--- src/rtl/rf_wb_arbiter.sv ---
// Writeback arbiter for the single GPR write port, shared by the ALU (req0) and the LSU (req1).
// Also tracks a per-register busy scoreboard that the issue stage uses to stall on RAW hazards.
module rf_wb_arbiter #(
    parameter int DATA_W = 32,
    parameter int ADDR_W = 5,
    parameter int NREG   = 32
) (
    input  logic              clk,
    input  logic              rst,
    input  logic              req0_valid,
    output logic              req0_ready,
    input  logic [ADDR_W-1:0] req0_addr,
    input  logic [DATA_W-1:0] req0_data,
    input  logic              req1_valid,
    output logic              req1_ready,
    input  logic [ADDR_W-1:0] req1_addr,
    input  logic [DATA_W-1:0] req1_data,
    input  logic              alloc_valid,
    input  logic [ADDR_W-1:0] alloc_addr,
    input  logic [ADDR_W-1:0] rs1_addr,
    input  logic [ADDR_W-1:0] rs2_addr,
    output logic              stall,
    output logic              rd_we,
    output logic [ADDR_W-1:0] rd_waddr,
    output logic [DATA_W-1:0] rd_wdata,
    output logic [NREG-1:0]   busy_vec
);

    logic              prio_q, prio_d;  // 0: req0 wins a tie, 1: req1 wins a tie
    logic              rd_we_q, rd_we_d;
    logic [ADDR_W-1:0] rd_waddr_q, rd_waddr_d;
    logic [DATA_W-1:0] rd_wdata_q, rd_wdata_d;
    logic [NREG-1:0]   busy_q, busy_d;

    logic              grant0, grant1;
    logic [ADDR_W-1:0] sel_addr;
    logic [DATA_W-1:0] sel_data;

    // A busy source is safe once its write is presenting: the GPR file writes through.
    function automatic logic src_stall(input logic [ADDR_W-1:0] s,
                                       input logic [NREG-1:0]   busy,
                                       input logic              we,
                                       input logic [ADDR_W-1:0] waddr);
        return (s != '0) && busy[s] && !(we && (waddr == s));
    endfunction

    always_comb begin
        // NOTE: every signal written here gets a default first, so no path can infer a latch.
        grant0     = req0_valid && (!req1_valid || !prio_q);
        grant1     = req1_valid && (!req0_valid ||  prio_q);
        prio_d     = (req0_valid && req1_valid) ? !prio_q : prio_q;
        sel_addr   = grant1 ? req1_addr : req0_addr;
        sel_data   = grant1 ? req1_data : req0_data;

        // x0 beats are consumed but never reach the register file.
        rd_we_d    = (grant0 || grant1) && (sel_addr != '0);
        rd_waddr_d = rd_we_d ? sel_addr : rd_waddr_q;
        rd_wdata_d = rd_we_d ? sel_data : rd_wdata_q;

        // Set after clear, so a new producer of the same register keeps it busy.
        busy_d = busy_q;
        if (rd_we_q) begin
            busy_d[rd_waddr_q] = 1'b0;
        end
        if (alloc_valid && (alloc_addr != '0)) begin
            busy_d[alloc_addr] = 1'b1;
        end
        busy_d[0] = 1'b0;
    end

    // NOTE: sequential state uses non-blocking assignments so every flop samples pre-edge values.
    always_ff @(posedge clk or posedge rst) begin
        if (rst) begin
            prio_q     <= 1'b0;
            rd_we_q    <= 1'b0;
            rd_waddr_q <= '0;
            rd_wdata_q <= '0;
            // NOTE: the scoreboard is a flop vector, not a RAM, so it can and must be reset.
            busy_q     <= '0;
        end else begin
            prio_q     <= prio_d;
            rd_we_q    <= rd_we_d;
            rd_waddr_q <= rd_waddr_d;
            rd_wdata_q <= rd_wdata_d;
            busy_q     <= busy_d;
        end
    end

    assign req0_ready = grant0;
    assign req1_ready = grant1;
    assign stall      = src_stall(rs1_addr, busy_q, rd_we_q, rd_waddr_q) ||
                        src_stall(rs2_addr, busy_q, rd_we_q, rd_waddr_q);
    assign rd_we      = rd_we_q;
    assign rd_waddr   = rd_waddr_q;
    assign rd_wdata   = rd_wdata_q;
    assign busy_vec   = busy_q;

endmodule

--- config.mk ---
export PLATFORM = sky130hd
export DESIGN_NAME = rf_wb_arbiter
export DESIGN_NICKNAME = d
export VERILOG_FILES = /design/src/rtl/rf_wb_arbiter.sv
export SDC_FILE = /design/constraint.sdc
export NUM_CORES = 1
export LEC_CHECK = 0
export CORE_MARGIN = 5
export CORE_UTILIZATION = 43
export DETAILED_ROUTE_END_ITERATION = 6
export HOLD_SLACK_MARGIN = 0.1
export MAX_ROUTING_LAYER = met4
export PLACE_DENSITY = 0.89
export REMOVE_ABC_BUFFERS = 1
export SETUP_SLACK_MARGIN = 0.15
export SLEW_MARGIN = 10
export SYNTH_ARGS = -nofsm -noshare
export SYNTH_HDL_FRONTEND = slang
export SYNTH_SLANG_ARGS = --single-unit
--- constraint.sdc ---
create_clock -name clk -period 2.83 [get_ports clk]
set_input_delay 0.4245 -clock clk [delete_from_list [all_inputs] [get_ports clk]]
set_output_delay 0.4245 -clock clk [all_outputs]
set_load 0.02 [all_outputs]
==> results.txt <==
The post-CTS clock slew at the launch and capture registers of the worst setup and hold paths came out at 0.07 ns. The post-route clock period utilization came out at 91.66%. The number of distinct library cell variants in the gate-level netlist after synthesis came out at 37. The number of synthesized flops with an enable pin is 0. The clock tree buffer depth is 2. Measured along the y axis, the die boundary spans 105.5 um. The die footprint is 0.01113 sq mm. The number of top-level design ports came out at 167. The most frequent cell after synthesis is nand2_1. The startpoint of the most critical register-to-register path is prio_q. Entering global routing, the biggest net connects 64 pins. The clock net in this run drives a total of 70 sinks. The data arrival time of the critical path came out at 2.17 ns. The worst setup path is of the flip-flop to output port kind.

The fraction of synthesized cell area taken by the top area cell type is 44.66%. The number of pins with negative max-slew slack in the final report is 0. The initial antenna violation count came out at 0. Among all flip-flop cells after synthesis, the most frequent one is dfrtp_1. The number of nets in the layout is 676.

Setup repair after global routing left no endpoint under its margin. The first-pass GRT wire length came out at 21.06 mm. The number of warnings reported in the yosys synthesis log came out at 0. Based on the critical path, the design can be clocked at up to 385.5 MHz.

The number of violations reported at the end of detailed-routing iteration 0 is 181. The final layout contains routed wiring with a total length of 13.28 mm. The placed instance count came out at 674. The largest clock skew in the final design is 0.007734 ns. The die width is 105.5 um. The worst setup path is launched from a flip-flop.

The number of synthesized register bits is 70. The via count of the routed design came out at 3,884. The final HPWL from detailed placement is 10.38 mm. Clock tree synthesis inserted a total of 9 buffers. The average footprint of a synthesized cell is 9.806 sq um. The path class of the tightest hold or removal check is input pin to asynchronous set/reset pin. Along the worst path, the maximum fanout reaches 4. In the synthesized netlist the async set-or-reset flop fraction comes to 100.0%. Together, buffers and inverters on the worst path number 1. Counting cells, the worst reg-to-reg path comes to 6. Cells with a size suffix above 1 make up 17.89% of the layout. The detail route stage leaves a number of antenna-violating nets equal to 0. The leakage power total is 2.608 nW. The critical path's top delay family is multiplexers. The clock latency on the worst-skew pair is 0.33 ns. The congestion estimate from routability-driven global placement came to 0.9744. TritonCTS built the clock tree.

Port buffering added 165 buffers. The number of global-route vias before repair is 4,055. Traced cell by cell, the critical path runs through mux4_2 -> or3_1 -> o311a_1 -> a22oi_2 -> o211ai_1 -> buf_4. The number of DRC violations after detailed routing is 0. Synthesis produced a netlist whose cell count is 400. The worst endpoint required time came out at 2.41 ns. The overall global routing resource usage is 24.54%.

The total number of H-tree levels came out at 3. The cell area after technology mapping is 0.003923 sq mm. The effective utilization at floorplan came out at 44.54%. The final hold violation count came to 0.

The largest incremental delay on the critical path is 0.45 ns. Ranked by total cell area, the synthesized netlist is headed by dfrtp_1 45%, nand2_1 11%, mux2_2 11%. The logic depth of the worst path, buffers included is 6. The total iterations of the first detailed-routing run is 5. The finished layout cell area came out at 0.006031 sq mm.

The final non-filler cell total came out at 695. The run finished with clean final reports. The final period demand of the worst path came out at 2.594 ns. The root cell of the clock tree is clkbuf_8.

The sum of internal, switching and leakage power is 5.443 mW. The setup violation total in the final timing report is 0. After detailed routing, the average wire length per cell comes to 19.10 um.

The total power density per cell area came out at 902.5 mW/mm^2. The worst-case IR drop observed on VDD is 0.4311 mV. The placement-stage cell area came out at 0.005774 sq mm. The total overflow left after global routing is 0. The total inserted antenna cells came out at 0.

The number of max-cap violations came out at 0. The biggest area consumer among synthesized cells is dfrtp_1. The floorplan has 34 rows. Tracing the worst setup path back leads to its startpoint at busy_vec[21]. STA classifies the critical path endpoint as an output port. For this run, the register share of the synthesized area comes to 44.66%.

Sorting the synthesized cells by how often they occur yields 120 x nand2_1, 70 x dfrtp_1, 62 x o21ai_0, 39 x mux2_2, 10 x nand3b_1. The slowest cell on the critical path is mux4_2. Compared with the post-synthesis result, the final layout area differs by 53.75%. The number of vias per cell is 5.588.

In this run the standard cell core region covers 0.008806 sq mm.
sequential cells by signal, summed over array words and instances, names as in the netlist:
name / flops
rd_waddr: 5
rd_we: 1
busy_vec: 31
prio_q: 1
rd_wdata: 32
per-layer routing:
| layer | wire length [um] | track usage (%) |
|---|---|---|
| met1 | 4890 | 27.01 |
| met2 | 7232 | 43.90 |
| met3 | 763 | 4.462 |
| met4 | 391 | 9.806 |
| met5 | 0 | - |
worst paths after layout:
check,to,slack (ns)
worst max-delay path,stall,0.24
max in group asynchronous,rd_wdata[16],1.93
worst min register to register,rd_wdata[18],0.51
min in group clk,rd_wdata[18],0.51
worst max register to register,rd_wdata[20],0.79
worst min-delay path,busy_vec[15],0.31
where the power goes:
| part | internal, mW | switching [mW] | leakage [nW] |
|---|---|---|---|
| combinational | 1.45 | 1.36 | 1.69 |
| clock | 0.451 | 0.344 | 0.106 |
| sequential | 1.40 | 0.435 | 0.816 |
area by class of cell:
| cell class | count | area [sq um] |
|---|---|---|
| inverter | 5 | 18.77 |
| multi-input combinational | 300 | 2021 |
| clock buffer | 12 | 155.1 |
| timing repair buffer | 196 | 1904 |
| sequential | 70 | 1752 |
| clock inverter | 4 | 45.04 |
| fill | 684 | 2775 |
| tap | 108 | 135.1 |
cells by family (layout without fill, tap and decap cells):
family / after synthesis / in the layout / share of synthesized area, %
buf+inv: 30 / 217 / 4.210
compound gates: 76 / 76 / 10.49
mux: 57 / 57 / 20.83
xor+xnor: 11 / 11 / 2.456
other cells: 1 / 1 / 0.09560
flops: 70 / 70 / 44.66
simple gates: 155 / 155 / 17.26
per-stage QoR:
stage	hold slack [ns]	setup TNS, ns	setup WS (ns)	util [%]
floorplan	0.4631	-44.33	-1.187	-
global route	0.3211	0	0.1532	68.49
global placement	0.4884	-0.3580	-0.3580	65.57
detailed placement	0.4945	-0.3855	-0.3855	65.57
CTS	0.3019	0	0.2233	68.33
finish	0.3130	0	0.2361	68.49
placed cells by master (no fill, tap or decap), types with 5 or more instances in the layout:
master / n
nand3_1: 5
dfrtp_1: 70
o21ai_0: 62
xor2_1: 8
buf_4: 29
clkdlybuf4s50_1: 160
nand3b_1: 10
nor2_1: 5
nand2_1: 120
or3b_2: 5
mux2_2: 38
clkbuf_8: 11
mux4_1: 5
mux4_2: 9
what timing repair did:
| action | in CTS | in global routing |
|---|---|---|
| buffers inserted | 4 | 1 |
| gates resized for setup | 11 | 4 |
| hold buffers | 0 | 0 |
| pin swaps | 2 | 0 |
| setup endpoints to repair | 1 | 1 |
(Power assumes the default switching activity.)
